<file path="config.mk">
export PLATFORM = sky130hd
export DESIGN_NAME = run_detect_sched
export DESIGN_NICKNAME = d
export VERILOG_FILES = /design/src/rtl/run_detect_sched.sv
export SDC_FILE = /design/constraint.sdc
export NUM_CORES = 1
export LEC_CHECK = 0
export CORE_ASPECT_RATIO = 0.7
export CORE_MARGIN = 10
export CORE_UTILIZATION = 35
export DETAILED_ROUTE_END_ITERATION = 16
export PLACE_DENSITY = 0.64
export SLEW_MARGIN = 40
export SYNTH_ARGS = -nofsm -noshare
export SYNTH_HDL_FRONTEND = slang
export SYNTH_SLANG_ARGS = --single-unit
</file>
<file path="constraint.sdc">
create_clock -name clk -period 3.2 [get_ports clk]
set_input_delay 0.64 -clock clk [delete_from_list [all_inputs] [get_ports clk]]
set_output_delay 0.64 -clock clk [all_outputs]
set_load 0.05 [all_outputs]
</file>
<file path="src/rtl/run_detect_sched.sv">
// Round-robin scheduler sharing one run detector across NCH serial bit streams.
// Optional per-channel hit counters are enabled with `define RUN_DETECT_STATS_EN.
module run_detect_sched #(
    parameter int NCH     = 4,
    parameter int RUN_LEN = 2,
    parameter int CHW     = 2
) (
    input  logic             clk,
    input  logic             rst_n,
    input  logic             en,
    input  logic             clr,
    input  logic [NCH-1:0]   req_valid,
    input  logic [NCH-1:0]   req_bit,
    output logic [NCH-1:0]   req_ready,
    output logic             det_valid,
    output logic [CHW-1:0]   det_ch,
    output logic             det_bit,
    output logic             busy
`ifdef RUN_DETECT_STATS_EN
    ,
    input  logic [CHW-1:0]   stat_sel,
    output logic [15:0]      stat_cnt
`endif
);

    localparam int CNTW = $clog2(RUN_LEN + 1);
    localparam logic [CNTW-1:0] RUN_MAX = CNTW'(RUN_LEN);
    localparam logic [CNTW-1:0] CNT_ONE = CNTW'(1);

    logic [NCH-1:0]  has_prev_q, has_prev_d;
    logic [NCH-1:0]  last_q, last_d;
    logic [CNTW-1:0] cnt_q [NCH];
    logic [CNTW-1:0] cnt_d [NCH];
    logic [CHW-1:0]  ptr_q, ptr_d;
    logic            det_valid_q, det_valid_d;
    logic [CHW-1:0]  det_ch_q, det_ch_d;
    logic            det_bit_q, det_bit_d;

    logic            gnt_found;
    logic [CHW-1:0]  gnt_idx;
    logic [CHW-1:0]  scan_idx;
    logic            accept;
    logic            acc_bit;
    logic            acc_match;
    logic [CNTW-1:0] acc_cnt;

    // Scan upward from the pointer with wrap; first requester wins.
    always_comb begin
        gnt_found = 1'b0;
        gnt_idx   = '0;
        scan_idx  = '0;
        for (int unsigned i = 0; i < NCH; i++) begin
            scan_idx = CHW'((32'(ptr_q) + i) % NCH);
            if (!gnt_found && req_valid[scan_idx]) begin
                gnt_found = 1'b1;
                gnt_idx   = scan_idx;
            end
        end
    end

    assign accept    = en && !clr && gnt_found;
    assign req_ready = accept ? (NCH'(1) << gnt_idx) : '0;
    assign busy      = en && (|req_valid);

    assign acc_bit   = req_bit[gnt_idx];
    assign acc_match = has_prev_q[gnt_idx] && (acc_bit == last_q[gnt_idx]);

    always_comb begin
        acc_cnt = CNT_ONE;
        if (acc_match) begin
            acc_cnt = (cnt_q[gnt_idx] == RUN_MAX) ? RUN_MAX : cnt_q[gnt_idx] + CNT_ONE;
        end
    end

    always_comb begin
        has_prev_d  = has_prev_q;
        last_d      = last_q;
        cnt_d       = cnt_q;
        ptr_d       = ptr_q;
        det_valid_d = 1'b0;
        det_ch_d    = det_ch_q;
        det_bit_d   = det_bit_q;
        if (clr) begin
            has_prev_d = '0;
            last_d     = '0;
            for (int unsigned i = 0; i < NCH; i++) begin
                cnt_d[i] = '0;
            end
        end else if (accept) begin
            has_prev_d[gnt_idx] = 1'b1;
            last_d[gnt_idx]     = acc_bit;
            cnt_d[gnt_idx]      = acc_cnt;
            ptr_d = (gnt_idx == CHW'(NCH - 1)) ? '0 : gnt_idx + CHW'(1);
            if (acc_cnt == RUN_MAX) begin
                det_valid_d = 1'b1;
                det_ch_d    = gnt_idx;
                det_bit_d   = acc_bit;
            end
        end
    end

    always_ff @(posedge clk or negedge rst_n) begin
        if (!rst_n) begin
            has_prev_q  <= '0;
            last_q      <= '0;
            for (int unsigned i = 0; i < NCH; i++) begin
                cnt_q[i] <= '0;
            end
            ptr_q       <= '0;
            det_valid_q <= 1'b0;
            det_ch_q    <= '0;
            det_bit_q   <= 1'b0;
        end else begin
            has_prev_q  <= has_prev_d;
            last_q      <= last_d;
            cnt_q       <= cnt_d;
            ptr_q       <= ptr_d;
            det_valid_q <= det_valid_d;
            det_ch_q    <= det_ch_d;
            det_bit_q   <= det_bit_d;
        end
    end

    assign det_valid = det_valid_q;
    assign det_ch    = det_ch_q;
    assign det_bit   = det_bit_q;

`ifdef RUN_DETECT_STATS_EN
    logic [15:0] hits_q [NCH];

    // Counts cycles with a detect presented for each channel, saturating.
    always_ff @(posedge clk or negedge rst_n) begin
        if (!rst_n) begin
            for (int unsigned i = 0; i < NCH; i++) begin
                hits_q[i] <= '0;
            end
        end else if (clr) begin
            for (int unsigned i = 0; i < NCH; i++) begin
                hits_q[i] <= '0;
            end
        end else if (det_valid_q && (hits_q[det_ch_q] != '1)) begin
            hits_q[det_ch_q] <= hits_q[det_ch_q] + 16'd1;
        end
    end

    assign stat_cnt = hits_q[stat_sel];
`endif

endmodule

</file>
After elaboration in Yosys (flattened, before gate mapping):

Cells that the tools add are included.

* register bits after elaboration: 22
* input bits: 12
* logic and storage cells: 92

* add/subtract/negate cells: 5
* magnitude comparators: 8
* eq/ne operators: 4
* shift operators: 1
* multiplexer cells: 44
* bitwise gates (word level): 3
* reductions and logical operators: 17

Operators by type and width (count)
* $mux W2: 10
* $mux W4: 5
* $mux W8: 2
* $lt A2 B3 Y1 const B: 5
* $mux W1: 15
* $bmux W1 S2: 7
* $logic_and A1 B1 Y1: 9
* $bwmux W8: 1
* $add A2 B1 Y2 const B: 3
* $eq A2 B2 Y1 const B: 3
* $add A2 B2 Y2 const B: 2
* $bmux W2 S2: 1
* $bwmux W4: 1
* $demux W2 S2: 1
* $logic_not A1 Y1: 4
* $or A4 B4 Y4: 1
* $reduce_or A4 Y1: 1
* $shl A1 B2 Y4 const A: 1
* $ge A3 B3 Y1 const B: 1
* $lt A3 B1 Y1 const B: 1
* $not A2 Y3: 1
* $reduce_and A3 Y1: 1
* $demux W1 S2: 1
* $ge A2 B1 Y1 const B: 1
* other kinds (4): 4

Logic depth before layout (Yosys ltp):

Gate-level depths: netlist of run 1.

* word-level depth: 23
* depth in mapped cells: 11
* mapped depth without buffers: 11

Worst setup path before layout of run 1:

Ideal clock, no wire load.

* path kind: input port to output port
* start: input port req_valid[0]
* end: output port req_ready[0]
* arrival: 2058 ps
* data required time: 2560 ps
* path slack: 502 ps
* stages on the path: 5
* cell sequence: o41a_1 nor2b_1 clkbuf_1 nand2_1 inv_1

* longest elaborated chain between the ends: 14
* elaborated cells on any way between the ends: 25
* those cells by class: shift: 1; mux: 17; reduce/logical: 7

Ends and longest elaborated chain
* start, declared: line 12 `input logic [NCH-1:0] req_valid,`
* $bmux W1 S2: line 54 `if (!gnt_found && req_valid[scan_idx]) begin`
* $mux W1 (not written as such): line 54
* $mux W1: line 54
* $logic_not A1 Y1: line 54
* $logic_and A1 B1 Y1: line 54
* $mux W1: line 54
* $logic_not A1 Y1: line 54
* $logic_and A1 B1 Y1: line 54
* $mux W1: line 54
* $logic_not A1 Y1: line 54
* $logic_and A1 B1 Y1: line 54
* $mux W2 / $mux W1 (equally long branches): line 54
* $shl A1 B2 Y4 / $logic_and A1 B1 Y1 (equally long branches): line 62, 61
* $mux W4 (*): line 62 `assign req_ready = accept ? (NCH'(1) << gnt_idx) : '0;`
* end, declared: line 14 `output logic [NCH-1:0] req_ready,`

Mark *: on every way between the ends. The rest lies on a longest branch, timed or not. The select of a mux whose other input is x is not followed.

Worst setup path after layout of run 1:

* start: input port req_valid[0]
* end: output port req_ready[0]

* longest elaborated chain between the ends: 14
* elaborated cells on any way between the ends: 25
* those cells by class: shift: 1; mux: 17; reduce/logical: 7

Ends and longest elaborated chain
* $bmux W1 S2: line 54
* $mux W1 (not written as such): line 54
* $mux W1: line 54
* $logic_not A1 Y1: line 54
* $logic_and A1 B1 Y1: line 54
* $mux W1: line 54
* $logic_not A1 Y1: line 54
* $logic_and A1 B1 Y1: line 54
* $mux W1: line 54
* $logic_not A1 Y1: line 54
* $logic_and A1 B1 Y1: line 54
* $mux W2 (*): line 54
* net gnt_idx[1]: line 40 `logic [CHW-1:0] gnt_idx;`
* $shl A1 B2 Y4 (*): line 62
* $mux W4 (*): line 62

The timed path passes the listed nets; every way through them passes the cells marked *. The select of a mux whose other input is x is not followed.

==> results.json, run 1 <==
{
  "status": "completed",
  "clk_pin_slew_worst_paths_ns": 0.08,
  "worstSetupEndpointType": "output port",
  "fmax_mhz": 326,
  "critPathTopFamily": "buffers and inverters",
  "synth_compound_area_share_pct": 20.0,
  "synthAdderAreaFrac_pct": 4.84,
  "holdCritPathClass": "in -> async",
  "cts_buffer_depth": 2,
  "num-fill-cells": 331,
  "cp-start-kind": "primary input",
  "wl_per_cell_um": 14.9,
  "crit_type": "in -> out",
  "vdd_drop_max_uv": 277,
  "routabilityCongestion": 0.934,
  "cp-startpoint": "req_valid[0]",
  "powerDensity_mw_per_mm2": 690,
  "cts_buffers": 3,
  "ys_ff_latch": 22,
  "drive_gt1_share_pct": 27.6,
  "grt_max_degree": 23,
  "syn-instance-count": 132,
  "vias": 1138,
  "synth_edf_count": 0,
  "synth_top_family_by_area": "simple AND/OR/NAND/NOR gates",
  "cp_max_fo": 8,
  "r2r_end": "det_bit",
  "grt_pass1_vias": 1156,
  "cts.sinks": 22,
  "fin_ws_ns": 0.135,
  "slowest_stage": "clkdlybuf4s50_1",
  "grt_pass1_wl_um": 5660,
  "initial_core_util_pct": 36.6,
  "die_area_mm2": 0.00656,
  "cp.arrival_ns": 2.43,
  "ys_seq_area_share_pct": 42.6,
  "p_leak_nw": 0.864,
  "ff2ff_path_depth": 13,
  "h-tree-depth": 1,
  "total_power_mw": 1.26,
  "async_reset_ff_share_pct": 100,
  "setup_viol": 0,
  "path_depth": 10,
  "clk_latency_ns": 0.27,
  "viasPerCell": 5.08,
  "finalCriticalPeriod_ns": 3.07,
  "slew_viol_final": 0,
  "max_slew_margin_pct": 66.3,
  "finalNetCount": 192,
  "maxCapViolCount": 0,
  "synth_xor_area_share_pct": 0,
  "period_share_pct": 95.8,
  "dieHeight_um": 70.8,
  "area_growth_pct": 40.9,
  "drt_wl_total_um": 3350,
  "first_iter_violations": 86,
  "cp_num_buf_inv": 5,
  "netlist_area_mm2": 0.00129,
  "coreArea_mm2": 0.00354,
  "synth_mux_area_share_pct": 3.97,
  "synth_nets": 149,
  "cp_cell_sequence": "clkdlybuf4s50_1 > and4b_4 > a21o_4 > nor2_4 > inv_4 > buf_4 > ha_1 > nand2_1 > inv_1 > buf_12",
  "pre_cts_ws_ns": -0.0523,
  "drt_pass1_iterations": 4,
  "rsz0062_at_grt": "false",
  "drc": 0,
  "die_x_um": 92.6,
  "antenna_cells": 0,
  "yosys.cell_types.count": 36,
  "yosysWarnings": 0,
  "clock-root-buffer": "clkbuf_8",
  "critical-path-max-stage-delay_ns": 0.45,
  "boundaryPins": 21,
  "finClkSkew_ns": 0.00498,
  "ys.flop_type": "dfrtp_1",
  "regToRegSetupSlack_ns": 0.58,
  "final_hold_viol_count": 0,
  "ant_nets": 0,
  "worst_slew_pin_slew_ns": 0.504,
  "grt_usage_pct": 10.7,
  "grt-ovfl-total": 0,
  "dp.final_hpwl_um": 2630,
  "antenna_found_initial": 0,
  "rows": 18,
  "cts_hold_buf": 0,
  "synth_simple_gate_area_share_pct": 23.9,
  "cts_tree": "done",
  "r2r-start": "ptr_q[1]",
  "portBuffers": 20,
  "worst_ep_required_time_ns": 2.56,
  "synth_area_per_cell_um2": 9.79
}
[report_power, final]
group	total (mW)	leakage (nW)	switching (mW)	internal, mW
sequential	0.377	0.292	0.0445	0.333
combinational	0.614	0.536	0.339	0.275
clock	0.266	0.0357	0.0982	0.167
[worst max-delay path by stage]
stage | end | slack [ns]
6_report | req_ready[0] | 0.13
5_1_grt | req_ready[0] | 0.02
4_1_cts | req_ready[0] | 0.04
3_5_place_dp | det_bit | -0.05
3_3_place_gp | det_ch[0] | 0.05
2_1_floorplan | req_ready[0] | 0.50
[flip-flops by register name (all words and copies together), names as in the netlist]
name	count
det_ch	2
det_bit	1
last_q	4
cnt_q	8
det_valid	1
ptr_q	2
has_prev_q	4
[worst register-to-register path, stage by stage (launching register included)]
cell	delay, ns
dfrtp_1	0.47
and4b_4	0.23
a21o_4	0.19
nor2_4	0.17
buf_4	0.13
buf_4	0.10
nand2_1	0.05
nand3_1	0.08
o21ai_0	0.10
ha_1	0.31
nand3b_1	0.11
nor4_4	0.25
buf_4	0.19
mux2i_1	0.19
[cells in the mapped netlist, types with 2 or more instances]
master / instances / area share, %
a21o_1: 5 / 2.9
a211oi_2: 3 / 2.9
nor3b_1: 4 / 2.3
nand2_1: 15 / 4.4
mux2_4: 2 / 2.3
ha_1: 5 / 4.8
inv_1: 11 / 3.2
dfrtp_1: 22 / 43
a21oi_1: 3 / 1.2
nand3_1: 6 / 2.3
clkbuf_1: 2 / 0.58
nand3b_1: 10 / 5.8
o21ai_1: 2 / 0.77
nor2_1: 2 / 0.58
o21ai_0: 17 / 6.6
nor2b_1: 2 / 0.97
and3_1: 2 / 0.97
[routing by layer]
metal,up-vias,share of wire (%),global-route usage (%)
li1,556,-,-
met2,28,47,17.0
met3,4,6.2,3.48
met1,550,47,13.7
met4,0,0.45,2.22
met5,-,0,0
[through the flow]
step	utilization (%)	area, um^2	hold WS [ns]	std cells	setup TNS (ns)
6_report	51.5	1820	0.320	224	0
5_1_grt	51.5	1820	0.349	224	0
4_1_cts	50.8	1800	0.337	223	0
3_5_place_dp	48.4	1710	0.495	217	-0.171
3_3_place_gp	48.5	1720	0.498	217	0
2_1_floorplan	-	1290	0.344	132	0
[what timing repair did]
action / CTS / global route
gates resized for setup: 1 / 3
hold endpoints to repair: 0 / 0
buffers inserted: 2 / 1
pin swaps: 1 / 1
endpoints found under the setup margin: 2 / 4
[cell families (layout without fill, tap and decap cells)]
group           after synthesis  after routing
fa+ha+maj                     5              5
buf+inv                      15             57
mux                           4              4
simple gates                 49             49
flops                        22             22
compound gates               37             37
[final cells by class]
class | count | area [um^2] | share of cell area [%]
flip-flops and latches | 22 | 551 | 30.2
multi-input cells | 95 | 696 | 38.2
inverters | 12 | 47.5 | 2.61
repair buffers | 41 | 393 | 21.6
clock inverters | 1 | 30.0 | 1.65
well taps | 50 | 62.6 | 3.44
clock buffers | 3 | 41.3 | 2.27
[layout by cell type (no fill, tap or decap), drive strengths merged, types with 3 or more instances in the layout]
master | netlist | routed
a211oi | 3 | 3
a21o | 6 | 6
a21oi | 3 | 3
buf | 1 | 27
clkbuf | 2 | 3
clkdlybuf4s50 | 0 | 13
dfrtp | 22 | 22
ha | 5 | 5
inv | 12 | 12
mux2 | 3 | 3
nand2 | 15 | 15
nand3 | 6 | 6
nand3b | 10 | 10
nor2 | 3 | 3
nor3b | 4 | 4
o21ai | 19 | 19
(Power assumes the default switching activity.)
==> run 2: changes to the inputs <==
- CTS_CLUSTER_SIZE: default -> 12
- clock period: 3.2 -> 3.4 ns (I/O delays scaled with it)
==> run 2 against run 1 <==
Effect of this change:
- worst hold slack improved by 0.041 ns
- register-to-register slack improved by 0.28 ns
- highest routed layer unchanged
- via count decreased by 3.2%
- clock skew decreased by 0.0026 ns
- cell count decreased by 3.1%
- critical path depth decreased by 1
- clock power decreased by 7%
==> results.json, run 2 (same netlist as run 1, synthesis figures left out) <==
{
  "setup_viol": 0,
  "cp.arrival_ns": 2.56,
  "p_leak_nw": 0.821,
  "period_share_pct": 95.3,
  "crit_type": "in -> out",
  "antenna_cells": 0,
  "final_common_cell": "dfrtp_1",
  "drc": 0,
  "cp-start-kind": "primary input",
  "grt-ovfl-total": 0,
  "holdCritPathClass": "in -> async",
  "antenna_found_initial": 0,
  "cts_tree": "done",
  "worstSetupEndpointType": "output port",
  "rsz0062_at_grt": "false",
  "portBuffers": 20,
  "initial_core_util_pct": 36.6,
  "worst_slew_pin_slew_ns": 0.500,
  "met2_usage_pct": 15.8,
  "first_iter_violations": 123,
  "wl_per_cell_um": 15.2,
  "seqCellArea_um2": 551,
  "drt_pass1_iterations": 4,
  "largestRegisters": "cnt_q (8), has_prev_q (4), last_q (4)",
  "final_hold_viol_count": 0,
  "cts_buffer_depth": 2,
  "die_area_mm2": 0.00656,
  "max_slew_margin_pct": 66.6,
  "layout_common_cells": "dfrtp_1 (22), o21ai_0 (17), nand2_1 (15), clkdlybuf4s50_1 (15), buf_4 (14)",
  "viasPerCell": 5.08,
  "clk_pin_slew_worst_paths_ns": 0.08,
  "slowest_stage": "clkdlybuf4s50_1",
  "status": "completed",
  "cts.sinks": 22,
  "area_growth_pct": 35.7,
  "largest_reg_flops": 8,
  "vdd_drop_max_uv": 242,
  "clock-root-buffer": "clkbuf_8",
  "met3_usage_pct": 3.69,
  "multi_input_area_um2": 682,
  "rows": 18,
  "slew_viol_final": 0,
  "top_register": "cnt_q",
  "dieHeight_um": 70.8,
  "cts_hold_buf": 0,
  "die_x_um": 92.6,
  "vias": 1102,
  "ant_nets": 0,
  "finalCriticalPeriod_ns": 3.24,
  "worst_ep_required_time_ns": 2.72,
  "cp_cell_sequence": "clkdlybuf4s50_1 > nand3b_1 > o221ai_1 > nor2_4 > inv_4 > ha_1 > nand2_1 > inv_1 > buf_12",
  "finalNetCount": 185,
  "cts_buffers": 3,
  "drive_gt1_share_pct": 22.8,
  "grt_usage_pct": 10.3,
  "grt_pass1_vias": 1093,
  "grt_busiest_layer": "met2",
  "fin_setup_tns_ns": 0,
  "grt_max_degree": 23,
  "maxCapViolCount": 0,
  "routabilityCongestion": 0.940,
  "fmax_mhz": 309,
  "h-tree-depth": 1,
  "fin_ws_ns": 0.159,
  "critical-path-max-stage-delay_ns": 0.57,
  "boundaryPins": 21,
  "drt_wl_total_um": 3290,
  "hold_slack_ns": 0.361,
  "clk_latency_ns": 0.27,
  "total_power_mw": 1.13,
  "use_met1_pct": 13.4,
  "num-fill-cells": 324,
  "pre_cts_ws_ns": 0.0750,
  "dp.final_hpwl_um": 2580,
  "finClkSkew_ns": 0.00238,
  "powerDensity_mw_per_mm2": 644,
  "cp_max_fo": 10,
  "coreArea_mm2": 0.00354,
  "grt_pass1_wl_um": 5520
}
==> run 2: cell count changes in the layout (fill, tap and decap cells not counted), sizes merged <==
cell / previous run / this run
buf: 27 / 19
clkdlybuf4s50: 13 / 15
dlymetal6s2s: 1 / 0
==> run 2: report_power, final <==
part	leakage (nW)	switching [mW]	internal, mW
sequential	0.292	0.0412	0.313
clock	0.0357	0.0895	0.158
combinational	0.493	0.307	0.222
==> run 2: timing repair <==
| action | in CTS | in global routing |
|---|---|---|
| endpoints found under the setup margin | 0 | 2 |
| gates resized for setup | 0 | 0 |
| setup buffers | 0 | 3 |
| hold endpoints to repair | 0 | 0 |
==> run 2: stage by stage <==
step	std cells	utilization [%]	area (um^2)
global placement	210	47.1	1670
floorplan	132	-	1290
CTS	214	49.0	1730
finish	217	49.6	1750
global route	217	49.6	1750
detailed placement	210	47.0	1660
==> run 2: path summary, 6_finish.rpt <==
kind | startpoint | to | slack (ns) | cells after the start
max reg2reg | ptr_q[0] | det_ch[0] | 0.86 | 11
min | rst_n | ptr_q[0] | 0.36 | 1
min in group clk | det_bit | det_bit | 0.52 | 2
max | req_valid[3] | req_ready[0] | 0.16 | 9
min reg2reg | det_bit | det_bit | 0.52 | 2
max in group asynchronous | rst_n | cnt_q[7] | 2.70 | 1
==> run 2: area by class of cell <==
cell class / instances / share of cell area, %
timing repair buffer: 34 / 19.4
sequential: 22 / 31.4
tap: 50 / 3.57
multi-input combinational: 95 / 38.9
inverter: 12 / 2.71
clock inverter: 1 / 1.71
clock buffer: 3 / 2.35
==> run 2: metal layers <==
metal | vias up | wire, um
li1 | 540 | -
met4 | 0 | 29
met2 | 38 | 1470
met1 | 520 | 1490
met5 | - | 0
met3 | 4 | 305
==> run 2: critical path: cells and delay by family <==
family          cells  cell delay [ns]
simple gates        3             0.54
buf+inv             4             0.93
fa+ha+maj           1             0.19
compound gates      1             0.23
